File: config.mk
export PLATFORM = sky130hd
export DESIGN_NAME = prog_mem_loader
export DESIGN_NICKNAME = d
export VERILOG_FILES = /design/src/rtl/prog_mem_loader.sv
export SDC_FILE = /design/constraint.sdc
export NUM_CORES = 1
export LEC_CHECK = 0
export BUFFER_PORTS_ARGS = -buffer_cell sky130_fd_sc_hd__buf_2
export CELL_PAD_IN_SITES_DETAIL_PLACEMENT = 1
export CELL_PAD_IN_SITES_GLOBAL_PLACEMENT = 1
export CORE_MARGIN = 5
export CORE_UTILIZATION = 30
export DETAILED_ROUTE_END_ITERATION = 6
export PLACE_DENSITY_LB_ADDON = 0.1
export SYNTH_ARGS = -nofsm -noshare
export SYNTH_HDL_FRONTEND = slang
export SYNTH_SLANG_ARGS = --single-unit
File: constraint.sdc
create_clock -name clk -period 2.1 [get_ports clk]
set_input_delay 0.315 -clock clk [delete_from_list [all_inputs] [get_ports clk]]
set_output_delay 0.315 -clock clk [all_outputs]
set_load 0.1 [all_outputs]
File: src/rtl/prog_mem_loader.sv
// prog_mem_loader: turns a counted big-endian byte stream into program memory writes, then releases core_rst.
// Define PROG_LOADER_CHECKSUM_EN to require a trailing XOR checksum byte after the data bytes.
module prog_mem_loader #(
    parameter int BIT_WIDTH   = 32,
    parameter int ADDR_WIDTH  = 6,
    parameter int HOLD_CYCLES = 4
) (
    input  logic                  clk,
    input  logic                  rst,
    input  logic                  in_valid,
    output logic                  in_ready,
    input  logic [7:0]            in_data,
    input  logic                  reload,
    output logic                  wr_en,
    output logic [ADDR_WIDTH-1:0] wr_addr,
    output logic [BIT_WIDTH-1:0]  wr_data,
    output logic                  core_rst,
    output logic                  done,
    output logic                  error
);
    localparam int BPW = BIT_WIDTH / 8;
    localparam int IW  = BPW > 1 ? $clog2(BPW) : 1;
    localparam int HW  = HOLD_CYCLES > 1 ? $clog2(HOLD_CYCLES) : 1;

    typedef enum logic [2:0] {
        S_CNT_HI, S_CNT_LO, S_DATA, S_WRITE, S_HOLD, S_RUN, S_ERR
`ifdef PROG_LOADER_CHECKSUM_EN
        , S_CSUM
`endif
    } state_t;

    state_t                state, state_nx;
    logic [15:0]           cnt;
    logic [IW-1:0]         idx;
    logic [ADDR_WIDTH:0]   addr;
    logic [BIT_WIDTH-1:0]  word;
    logic [HW-1:0]         hold;
`ifdef PROG_LOADER_CHECKSUM_EN
    logic [7:0]            csum;
`endif

    logic                  xfer, last_byte, too_big, hold_end, more_words;
    logic [15:0]           n;
    logic [ADDR_WIDTH:0]   addr_nx;
    logic [BIT_WIDTH-1:0]  word_nx;

    assign xfer       = in_valid && in_ready;
    assign last_byte  = idx == IW'(BPW - 1);
    assign n          = {cnt[15:8], in_data};
    assign too_big    = 32'(n) > (32'd1 << ADDR_WIDTH);
    assign hold_end   = hold == HW'(HOLD_CYCLES - 1);
    assign addr_nx    = addr + 1'b1;
    assign word_nx    = BIT_WIDTH'({word, in_data});
    // the extra address bit guarantees a full-depth frame can never wrap back to address 0
    assign more_words = cnt != 16'd1 && !addr_nx[ADDR_WIDTH];

    always_ff @(posedge clk) begin
        if (rst) state <= S_CNT_HI;
        else     state <= state_nx;
    end

    always_comb begin
        state_nx = state;
        case (state)
            S_CNT_HI: state_nx = xfer ? S_CNT_LO : state;
            S_CNT_LO: state_nx = !xfer ? state : n == 16'd0 ? S_HOLD : too_big ? S_ERR : S_DATA;
            S_DATA:   state_nx = xfer && last_byte ? S_WRITE : state;
`ifdef PROG_LOADER_CHECKSUM_EN
            S_WRITE:  state_nx = more_words ? S_DATA : S_CSUM;
            S_CSUM:   state_nx = !xfer ? state : in_data == csum ? S_HOLD : S_ERR;
`else
            S_WRITE:  state_nx = more_words ? S_DATA : S_HOLD;
`endif
            S_HOLD:   state_nx = hold_end ? S_RUN : state;
            S_RUN:    state_nx = reload ? S_CNT_HI : state;
            S_ERR:    state_nx = reload ? S_CNT_HI : state;
            default:  state_nx = S_CNT_HI;
        endcase
    end

    always_ff @(posedge clk) begin
        if (rst) begin
            in_ready <= 1'b0;
            wr_en    <= 1'b0;
            wr_addr  <= '0;
            wr_data  <= '0;
            core_rst <= 1'b1;
            done     <= 1'b0;
            error    <= 1'b0;
            cnt      <= '0;
            idx      <= '0;
            addr     <= '0;
            word     <= '0;
            hold     <= '0;
`ifdef PROG_LOADER_CHECKSUM_EN
            csum     <= '0;
`endif
        end else begin
            // outputs follow the next state so they are registered yet aligned with the state
            in_ready <= !(state_nx inside {S_WRITE, S_HOLD, S_RUN, S_ERR});
            wr_en    <= state_nx == S_WRITE;
            core_rst <= state_nx != S_RUN;
            done     <= state_nx == S_RUN;
            error    <= state_nx == S_ERR;
            hold     <= state == S_HOLD ? hold + 1'b1 : '0;
            if (state == S_CNT_HI && xfer) cnt[15:8] <= in_data;
            if (state == S_CNT_LO && xfer) begin
                cnt[7:0] <= in_data;
                idx      <= '0;
                addr     <= '0;
`ifdef PROG_LOADER_CHECKSUM_EN
                csum     <= '0;
`endif
            end
            if (state == S_DATA && xfer) begin
                word <= word_nx;
                idx  <= last_byte ? '0 : idx + 1'b1;
`ifdef PROG_LOADER_CHECKSUM_EN
                csum <= csum ^ in_data;
`endif
                if (last_byte) begin
                    wr_data <= word_nx;
                    wr_addr <= addr[ADDR_WIDTH-1:0];
                end
            end
            if (state == S_WRITE) begin
                addr <= addr_nx;
                cnt  <= cnt - 1'b1;
            end
        end
    end
endmodule

# Yosys cells after proc, flatten, opt, wreduce, memory -nomap -nowiden

Index checks and enable logic that the tools add are counted.
W data, S select, Z words.

Bits in writable memories: 0
Memories kept: 0
Flip-flop bits (word level): 97
Logic and storage cells: 68
Memory bits (read-only): 0
Output and inout port bits: 43
Latch bits: 0

Div/mod/pow operators: 0
Bitwise operators: 1
Muxes and demuxes: 17
Magnitude comparators: 1
Add/subtract/negate cells: 4
Multipliers: 0
Shift operators: 0
Reductions and logical operators: 17
Eq/ne operators: 14

Operators with widths:

| kind                    | number |
|---|---|
| $mux W3                 | 8 |
| $eq A3 B3 Y1 const B    | 6 |
| $pmux W3 S6             | 1 |
| $gt A16 B7 Y1 const B   | 1 |
| $logic_not A16 Y1       | 1 |
| $mux W16                | 1 |
| $mux W8                 | 2 |
| $ne A16 B1 Y1 const B   | 1 |
| $sub A16 B1 Y16 const B | 1 |
| $mux W7                 | 2 |
| $eq A3 B2 Y1 const B    | 3 |
| $add A7 B1 Y7 const B   | 1 |
| $logic_and A1 B1 Y1     | 6 |
| $mux W2                 | 3 |
| $reduce_bool A2 Y1      | 3 |
| $add A2 B1 Y2 const B   | 2 |
| $eq A2 B2 Y1 const B    | 2 |
| $reduce_bool A4 Y1      | 1 |
| $reduce_or A2 Y1        | 2 |
| $eq A3 B1 Y1 const B    | 1 |
| $logic_not A3 Y1        | 1 |
| $ne A3 B3 Y1 const B    | 1 |
| $logic_not A1 Y1        | 2 |
| $reduce_and A2 Y1       | 1 |
| $not A1 Y1              | 1 |

# Logic depth before layout (Yosys ltp)

Gate-level depths: netlist of the first run.

Depth after elaboration: 8
Depth in mapped cells: 8

# Least setup slack after synthesis of the first run

Ideal clock, no wire load.

Kind: register -> register
Start point: register in_ready
End point: register cnt[1]
Setup time: 0.086 ns
Setup slack: -0.398 ns
Period minus slack after synthesis: 2.498 ns
Required time: 2.014 ns
Stages on the path, launching flop included: 7
Arrival time: 2.413 ns
Cell sequence: dfxtp_1 > nand2_2 > or4b_2 > buf_2 > mux2i_1 > nor2_1 > a211oi_1

Word-level cells in the longest chain between the ends: 3

Ends and longest elaborated chain:

| item                                | line | RTL |
|---|---|---|
| start, declared                     | 11   | `output logic in_ready,` |
| start signal, assigned              | 100  | `in_ready <= !(state_nx inside {S_WRITE, S_HOLD, S_RUN, S_ERR});` |
| $logic_and A1 B1 Y1                 | 47   | `assign xfer = in_valid && in_ready;` |
| $logic_and A1 B1 Y1                 | 107  | `if (state == S_CNT_LO && xfer) begin` |
| $reduce_bool A2 Y1 (no source line) | --   |  |
| end signal, assigned                | 108  | `cnt[7:0] <= in_data;` |
| end signal, assigned                | 128  | `cnt <= cnt - 1'b1;` |
| end, declared                       | 33   | `logic [15:0] cnt;` |

No other way between the ends.
A chain may end at the register's enable or synchronous reset.

# Worst setup path after layout of the first run

Start point: register cnt[0]
End point: register cnt[6]

Word-level cells in the longest chain between the ends: 2

Ends and longest elaborated chain:

| item            | line | RTL |
|---|---|---|
| $sub A16 B1 Y16 | 128  |  |
| $mux W16        | 126  | `if (state == S_WRITE) begin` |

No other way between the ends.

==> impl_metrics.toml, run 1 <==
[min_path]
hold_class = "input port to flip-flop"

[yosys]
synth-warning-count = 0
yosys-top-cells-count = "nand2_1, dfxtp_1, a21oi_1"
synth_fp_nets = 514
yosysTopAreaCellShare = 0.486
async_flop_share = 0
synth-seq-cells = 97
yosysTopAreaCell = "dfxtp_1"
netlist_top_cells_area = "dfxtp_1, nand2_1, a21oi_1, nor2_1, clkbuf_1"
synth_cell_type_count = 51
syn-cell-area_sq_mm = 0.00399
syn_area_per_cell_sq_um = 8.04
syn_inst = 497
yosysMostFrequentCell = "nand2_1"
synth_edf_count = 0
synth_top_flop_cell = "dfxtp_1"
yosysSeqAreaShare = 0.486

[timing]
fin_crit_sh = 0.948
tightest_slew_ps = 668
fin_skew_ps = 4.77
max_freq_ghz = 0.502
tns_ps = 0
slew_headroom = 0.553
slew_violations = 0
min_period_ps = 1990
rsz0062_at_grt = "false"
fin_ws_ps = 109
setup_viol = 0
hold_viol = 0

[floorplan]
dieWidth_um = 125
die_area_sq_mm = 0.0157
die_h_um = 125
io_pins = 55
initial_core_util = 0.304
core_sq_mm = 0.0131
core.rowCount = 42

[worst_setup_path]
r2r_slack_ps = 110
crit_arrival_ps = 2270
required_ps = 2380
path_cells = "inv_1, ha_1, or3b_4, or3_1, or3_1, a31oi_1"
timing.rr.end = "cnt[6]"
cp_common_cell = "or3_1"
endpoint = "cnt[6]"
start_kind = "flip-flop"
setup.worst_path.class = "flip-flop to flip-flop"
r2r-start = "cnt[0]"
crit_start = "cnt[0]"
worst_setup_path_end_kind = "flip-flop"
reg2reg_depth = 6
crit_path_max_fanout = 5
cp_slowest_stage_delay_ps = 420
cpMaxStageDelayCell = "or3b_4"

[clocking]
cts_sinks = 97
cts_inserted_buffers = 9
clk_pin_slew_worst_paths_ps = 70
postCtsSetupBuffers = 0
cts_tree = "built"
insertion_delay_ps = 350
cts-root-buf = "clkbuf_16"
clockBufferDepth = 2
htree_levels = 3

[global_route]
grt_max_degree = 50
grt_pass1_vias = 3697
antenna_found_initial = 0
grt_pass1_wl_um = 19000
grt_use_total = 0.149
overflow = 0

[drt]
detail_route.wl_per_cell_um = 15.9
vias_per_cell = 4.87
wl_um = 11700
drtIter0Drc = 143
drtAntennaViolNets = 0
dr_total_vias = 3582
remaining_drc_errors = 0
drtPass1Iterations = 4

[layout]
num_antenna_cells = 0
multi_input_area_sq_mm = 0.00192
final_layout_size_suffix_gt1_frac = 0.200
synthToLayoutAreaGrowth_pct = 23.3
ff_latch_area_sq_mm = 0.00195
fin_nets = 572
final_area_sq_mm = 0.00493
fillers = 1607

[placement]
io_buffers = 54
pre_cts_slack_ps = -102
place_area_sq_mm = 0.00459
place_hpwl_um = 8170
gp_congestion = 0.756

[run]
maxCapViolCount = 0

[power_and_ir_drop]
p_per_area_mw_per_mm2 = 828
max-vdd-ir-drop_mv = 0.438
finalPower_mw = 4.08
leakage_nw = 1.86

[status]
status = "complete, no violations"
==> layout make-up <==
| cell class | instances | area share |
|---|---|---|
| sequential | 97 | 0.395 |
| tap | 176 | 0.0447 |
| multi-input combinational | 363 | 0.389 |
| clock buffer | 12 | 0.0541 |
| timing repair buffer | 80 | 0.102 |
| inverter | 4 | 0.00305 |
| clock inverter | 4 | 0.0114 |
==> report_power, final <==
part           switching, mW  leakage (nW)  internal [mW]  total (mW)
clock network          0.735         0.160           1.03        1.77
registers             0.0417         0.784           1.87        1.91
logic                  0.241         0.919          0.162       0.403
==> registers in the layout, indices dropped and copies added (netlist names) <==
signal	count
error	1
core_rst	1
hold	2
state	3
addr	7
in_ready	1
cnt	16
done	1
word	24
wr_data	32
wr_en	1
idx	2
wr_addr	6
==> how the worst min path moves through the flow <==
stage	endpoint	from	slack [ps]	depth (start not counted)
final	word[1]	in_data[1]	290	3
after floorplan	hold[0]	rst	390	1
after detailed placement	wr_data[4]	wr_data[4]	450	2
after global placement	hold[0]	hold[0]	410	1
after CTS	word[1]	in_data[1]	280	3
after global routing	word[1]	in_data[1]	290	3
==> metrics by stage <==
step | utilization | hold slack [ps] | instances
6_report | 0.375 | 290 | 736
5_1_grt | 0.375 | 291 | 736
4_1_cts | 0.375 | 276 | 736
3_5_place_dp | 0.349 | 446 | 720
3_3_place_gp | 0.349 | 413 | 720
2_1_floorplan | - | 393 | 497
==> worst max-delay path: cells and delay by family, from the launching register on <==
| kind | cells | cell delay (ps) |
|---|---|---|
| AND/OR/NAND/NOR | 3 | 1130 |
| flip-flops | 1 | 350 |
| adder cells (fa/ha/maj) | 1 | 200 |
| AO/OA/AOI/OAI | 1 | 150 |
| buffers and inverters | 1 | 90 |
==> cell usage in the layout, fill, tap and decap left out, types with 3 or more instances in the layout <==
master / n
o21ai_0: 13
or3_1: 7
a211oi_1: 3
nor4_1: 6
a31oi_1: 6
nand4_1: 3
inv_1: 4
dfxtp_1: 95
or4_1: 4
clkbuf_8: 3
a22oi_1: 4
a21oi_1: 84
nand2_1: 139
and2_1: 3
nor2_1: 31
nor3_1: 6
ha_1: 5
nor2b_1: 3
buf_4: 23
clkbuf_16: 9
buf_2: 54
nand3_1: 7
buf_12: 3
==> metal layers <==
layer	routed length [um]	part of all wire	vias up	global-route usage
met1	5720	0.49	1692	0.198
met2	5470	0.47	54	0.246
met4	174	0.015	0	0.0536
met5	0	0	-	0
li1	-	-	1825	-
met3	348	0.030	11	0.0260
==> timing repair <==
item	in CTS	in global routing
pin swaps	0	0
hold buffers	0	0
endpoints found under the setup margin	1	4
endpoints found under the hold margin	0	0
gates resized for setup	2	2
==> kinds of logic (layout without fill, tap and decap cells) <==
logic type / count (synthesis) / in the layout / synth area share
flops: 97 / 97 / 0.486
compound gates: 123 / 123 / 0.172
mux: 3 / 3 / 0.00815
xor+xnor: 1 / 1 / 0.00219
fa+ha+maj: 5 / 5 / 0.0157
simple gates: 231 / 231 / 0.279
buf+inv: 37 / 100 / 0.0370
Note: power is estimated with default switching activity, not from simulation.
==> inputs of run 2 (changes only) <==
==> constraint.sdc (replaced) <==
create_clock -name clk -period 2.1 [get_ports clk]
set_input_delay 0.21 -clock clk [delete_from_list [all_inputs] [get_ports clk]]
set_output_delay 0.21 -clock clk [all_outputs]
set_load 0.1 [all_outputs]
==> run 2 against run 1 <==
Effect of this change:
- global-route usage up 0.49 points
- sequential share of layout area shrank 0.14 points
- register-to-register slack worse by 20 ps
- critical endpoint is now core_rst
- setup slack got worse by 18 ps
- maximum frequency is 0.88% lower
- first-iteration DRC count increased by 9.8%
- final cell count rose by 0.41%
- sequential power is essentially flat
- hold slack lost 130 ps
==> impl_metrics.toml, run 2 (same netlist as run 1, synthesis figures left out) <==
[timing]
max_freq_ghz = 0.498
min_period_ps = 2010
setup_viol = 0
tightest_slew_ps = 551
fin_crit_sh = 0.956
fin_skew_ps = 10.4
slew_violations = 0
hold_viol = 0
fin_ws_ps = 91.6
slew_headroom = 0.629
rsz0062_at_grt = "true"

[worst_setup_path]
crit_arrival_ps = 2240
crit_path_max_fanout = 6
setup.worst_path.class = "flip-flop to flip-flop"
start_kind = "flip-flop"
worst_setup_path_end_kind = "flip-flop"
required_ps = 2330
cp_slowest_stage_delay_ps = 680
path_cells = "or4_1, nand4b_4, o2111a_1, or3_1"
cpMaxStageDelayCell = "or4_1"

[drt]
vias_per_cell = 4.96
dr_total_vias = 3667
wl_um = 11600
drtIter0Drc = 157
detail_route.wl_per_cell_um = 15.7
remaining_drc_errors = 0
drtPass1Iterations = 4
drtAntennaViolNets = 0

[status]
status = "complete, no violations"

[layout]
final_cell_mix = "nand2_1, dfxtp_1, a21oi_1, buf_2, nor2_1"
num_antenna_cells = 0
fin_nets = 575
reg_top3 = "wr_data: 32 flops, word: 24 flops, cnt: 16 flops"
largest_reg_flops = 32
largest_register = "wr_data"
final_common_cell = "nand2_1"
synthToLayoutAreaGrowth_pct = 23.8
final_area_sq_mm = 0.00494
final_layout_size_suffix_gt1_frac = 0.210

[clocking]
cts_inserted_buffers = 9
cts-root-buf = "clkbuf_16"
cts_sinks = 97
clockBufferDepth = 2
insertion_delay_ps = 350
htree_levels = 3
clk_pin_slew_worst_paths_ps = 70
postCtsSetupBuffers = 0
cts_tree = "built"

[min_path]
hold_class = "input port to flip-flop"

[floorplan]
core_sq_mm = 0.0131
io_pins = 55
die_area_sq_mm = 0.0157
core.rowCount = 42
die_h_um = 125
initial_core_util = 0.304
dieWidth_um = 125

[power_and_ir_drop]
leakage_nw = 1.87
max-vdd-ir-drop_mv = 0.308
p_per_area_mw_per_mm2 = 819
finalPower_mw = 4.05

[placement]
io_buffers = 54
gp_congestion = 0.779
pre_cts_slack_ps = 27.4
place_area_sq_mm = 0.00460
place_hpwl_um = 8150

[global_route]
grt_max_degree = 48
grt_pass1_wl_um = 19700
antenna_found_initial = 0
overflow = 0
grt_use_total = 0.154
grt_pass1_vias = 3785

[run]
maxCapViolCount = 0
## run 2: through the flow
step                      TNS [ps]  utilization  hold WS, ps  instances
after floorplan                  0            -          288        497
after global placement       -30.9        0.350          413        723
after detailed placement         0        0.350          428        723
after CTS                        0        0.374          150        739
after global routing         -1.47        0.376          182        739
final                            0        0.376          159        739
## run 2: area by class of cell
type,count,area (sq um)
sequential,97,1950
tap,176,220
inverter,4,15.0
clock buffer,10,239
timing repair buffer,83,513
clock inverter,6,71.3
fill,1640,8190
multi-input combinational,363,1940
## run 2: critical path: cells and delay by family (launching register included)
kind | cells | cell delay [ps]
AND/OR/NAND/NOR | 3 | 1230
AO/OA/AOI/OAI | 1 | 310
flip-flops | 1 | 350
## run 2: path summary, 6_finish.rpt
kind              startpoint  endpoint  slack (ps)  cells after the start
setup / recovery      cnt[4]  core_rst          90                      4
hold / removal           rst   addr[6]         160                      2
setup reg to reg      cnt[4]  core_rst          90                      4
hold reg to reg      hold[0]   hold[0]         430                      1
## run 2: layer usage
metal  GRT usage  share of wire  vias to the layer above
met5           0              0                        -
met4      0.0606          0.020                        0
met3      0.0307          0.039                       15
met2       0.244           0.45                       69
met1       0.208           0.49                     1752
li1            -              -                     1831
## run 2: repair_timing
action                                  CTS  global route
endpoints found under the setup margin    0             3
gates resized for setup                   0             8
hold buffers                              0             0
## run 2: power breakdown
group	leakage (nW)	switching [mW]	internal (mW)	total, mW
Sequential	0.784	0.0417	1.87	1.91
Clock	0.151	0.754	0.971	1.73
Combinational	0.933	0.248	0.164	0.412
==> inputs of run 3 (changes only) <==
--- a/config.mk
+++ b/config.mk
@@ -11,6 +11,7 @@
 export CORE_MARGIN = 5
 export CORE_UTILIZATION = 30
 export DETAILED_ROUTE_END_ITERATION = 6
+export GPL_TIMING_DRIVEN = 0
 export PLACE_DENSITY_LB_ADDON = 0.1
 export SYNTH_ARGS = -nofsm -noshare
 export SYNTH_HDL_FRONTEND = slang
==> constraint.sdc (replaced) <==
create_clock -name clk -period 2.1 [get_ports clk]
set_input_delay 0.42 -clock clk [delete_from_list [all_inputs] [get_ports clk]]
set_output_delay 0.42 -clock clk [all_outputs]
set_load 0.1 [all_outputs]
==> run 3 against run 2 <==
Effect of this change:
- clock skew fell by 1.9 ps
- combinational power fell by 3%
- clock power fell by 7%
- utilization fell by 0.095 points
- die area did not move
- cell area fell by 0.25%
- final cell count rose by 1.5%
- non-clock buffer count rose by 12
- total power fell by 3.1%
- critical path depth rose by 2
- count of clock-buffer cells in the layout rose by 2
- highest routed layer unchanged
==> impl_metrics.toml, run 3 (same netlist as run 1, synthesis figures left out) <==
[timing]
slew_violations = 0
tightest_slew_ps = 726
slew_headroom = 0.516
fin_ws_ps = 73.6
setup_viol = 0
fin_skew_ps = 8.48
max_freq_ghz = 0.493
rsz0062_at_grt = "true"
hold_viol = 0
min_period_ps = 2030
hold_ws_ps = 333
fin_crit_sh = 0.965

[layout]
final_layout_size_suffix_gt1_frac = 0.200
final_cell_mix = "nand2_1, dfxtp_1, a21oi_1, buf_2, nor2_1"
final_common_cell = "nand2_1"
synthToLayoutAreaGrowth_pct = 23.5
fin_nets = 587
reg_top3 = "wr_data: 32 flops, word: 24 flops, cnt: 16 flops"
num_antenna_cells = 0
largest_register = "wr_data"
final_area_sq_mm = 0.00493
utilization = 0.375
largest_reg_flops = 32

[clocking]
ctsHoldBuffers = 0
cts-root-buf = "clkbuf_16"
clk_pin_slew_worst_paths_ps = 70
cts_tree = "built"
cts_sinks = 97
cts_inserted_buffers = 9
clockBufferDepth = 2
htree_levels = 3
insertion_delay_ps = 350

[worst_setup_path]
required_ps = 2370
r2r_slack_ps = 70
crit_path_max_fanout = 4
start_kind = "flip-flop"
crit_start = "cnt[1]"
setup.worst_path.class = "flip-flop to flip-flop"
worst_setup_path_end_kind = "flip-flop"
r2r-start = "cnt[1]"
crit_arrival_ps = 2300

[global_route]
overflow = 0
grtUsageMet3 = 0.0281
grt_pass1_wl_um = 20100
antenna_found_initial = 0
grt_util_met2 = 0.245
grt_max_degree = 16
grt_pass1_vias = 3789
use_met1 = 0.226
grt_use_total = 0.161
busiest_layer = "met2"

[floorplan]
core.rowCount = 42
io_pins = 55
die_h_um = 125
initial_core_util = 0.304
die_area_sq_mm = 0.0157
dieWidth_um = 125
core_sq_mm = 0.0131

[drt]
dr_total_vias = 3776
detail_route.wl_per_cell_um = 16.8
drtPass1Iterations = 4
drtAntennaViolNets = 0
remaining_drc_errors = 0
vias_per_cell = 5.03
wl_um = 12600
drtIter0Drc = 193

[placement]
pre_cts_slack_ps = -454
io_buffers = 54
place_area_sq_mm = 0.00449
gp_congestion = 0.779
place_hpwl_um = 8890

[min_path]
min_from = "rst"
hold_class = "input port to flip-flop"

[power_and_ir_drop]
leakage_nw = 1.85
p_per_area_mw_per_mm2 = 795
max-vdd-ir-drop_mv = 0.277

[status]
status = "complete, no violations"

[run]
maxCapViolCount = 0
## run 3: changes by cell type in the layout (fill, tap and decap cells not counted), sizes merged
cell	previous run	this run
clkbuf	10	41
inv	7	6
buf	83	66
clkinvlp	1	0
bufinv	1	0
## run 3: cell type report
type,count,area (sq um)
clock inverter,3,23.8
clock buffer,12,256
buffer,33,148
inverter,4,15.0
timing repair buffer,62,330
sequential,97,1950
fill,1636,8210
multi-input combinational,363,1990
tap,176,220
## run 3: what timing repair did
item                       in CTS  in global routing
pin swaps                       2                  0
resized for setup               9                 20
setup endpoints to repair      43                 43
buffers inserted                5                  3
## run 3: worst max-delay path, cell delays in order (launching register included)
cell	delay, ps
dfxtp_1	340
inv_1	110
ha_2	200
or3b_4	430
or3_4	400
or3_1	310
a31oi_1	160
## run 3: through the flow
| step | TNS [ps] | instances | power, mW |
|---|---|---|---|
| after floorplan | 0 | 497 | 2.18 |
| after global placement | -7930 | 727 | 2.29 |
| after detailed placement | -8500 | 727 | 2.30 |
| after CTS | 0 | 747 | 3.94 |
| after global routing | -102 | 750 | 4.09 |
| final | 0 | 750 | 3.92 |
## run 3: path summary, 6_finish.rpt
path | end | depth (start not counted)
setup / recovery | cnt[6] | 6
hold reg to reg | hold[0] | 1
hold / removal | hold[0] | 2
setup reg to reg | cnt[6] | 6
## run 3: where the power goes
group | switching (mW) | internal [mW] | total, mW
Clock | 0.741 | 0.871 | 1.61
Combinational | 0.262 | 0.139 | 0.400
Sequential | 0.0412 | 1.87 | 1.91
Total | 1.04 | 2.88 | 3.92
## run 3: routing by layer
metal,part of all wire,vias to the layer above
li1,-,1870
met1,0.50,1836
met2,0.45,66
met3,0.038,4
met4,0.0056,0
met5,0,-
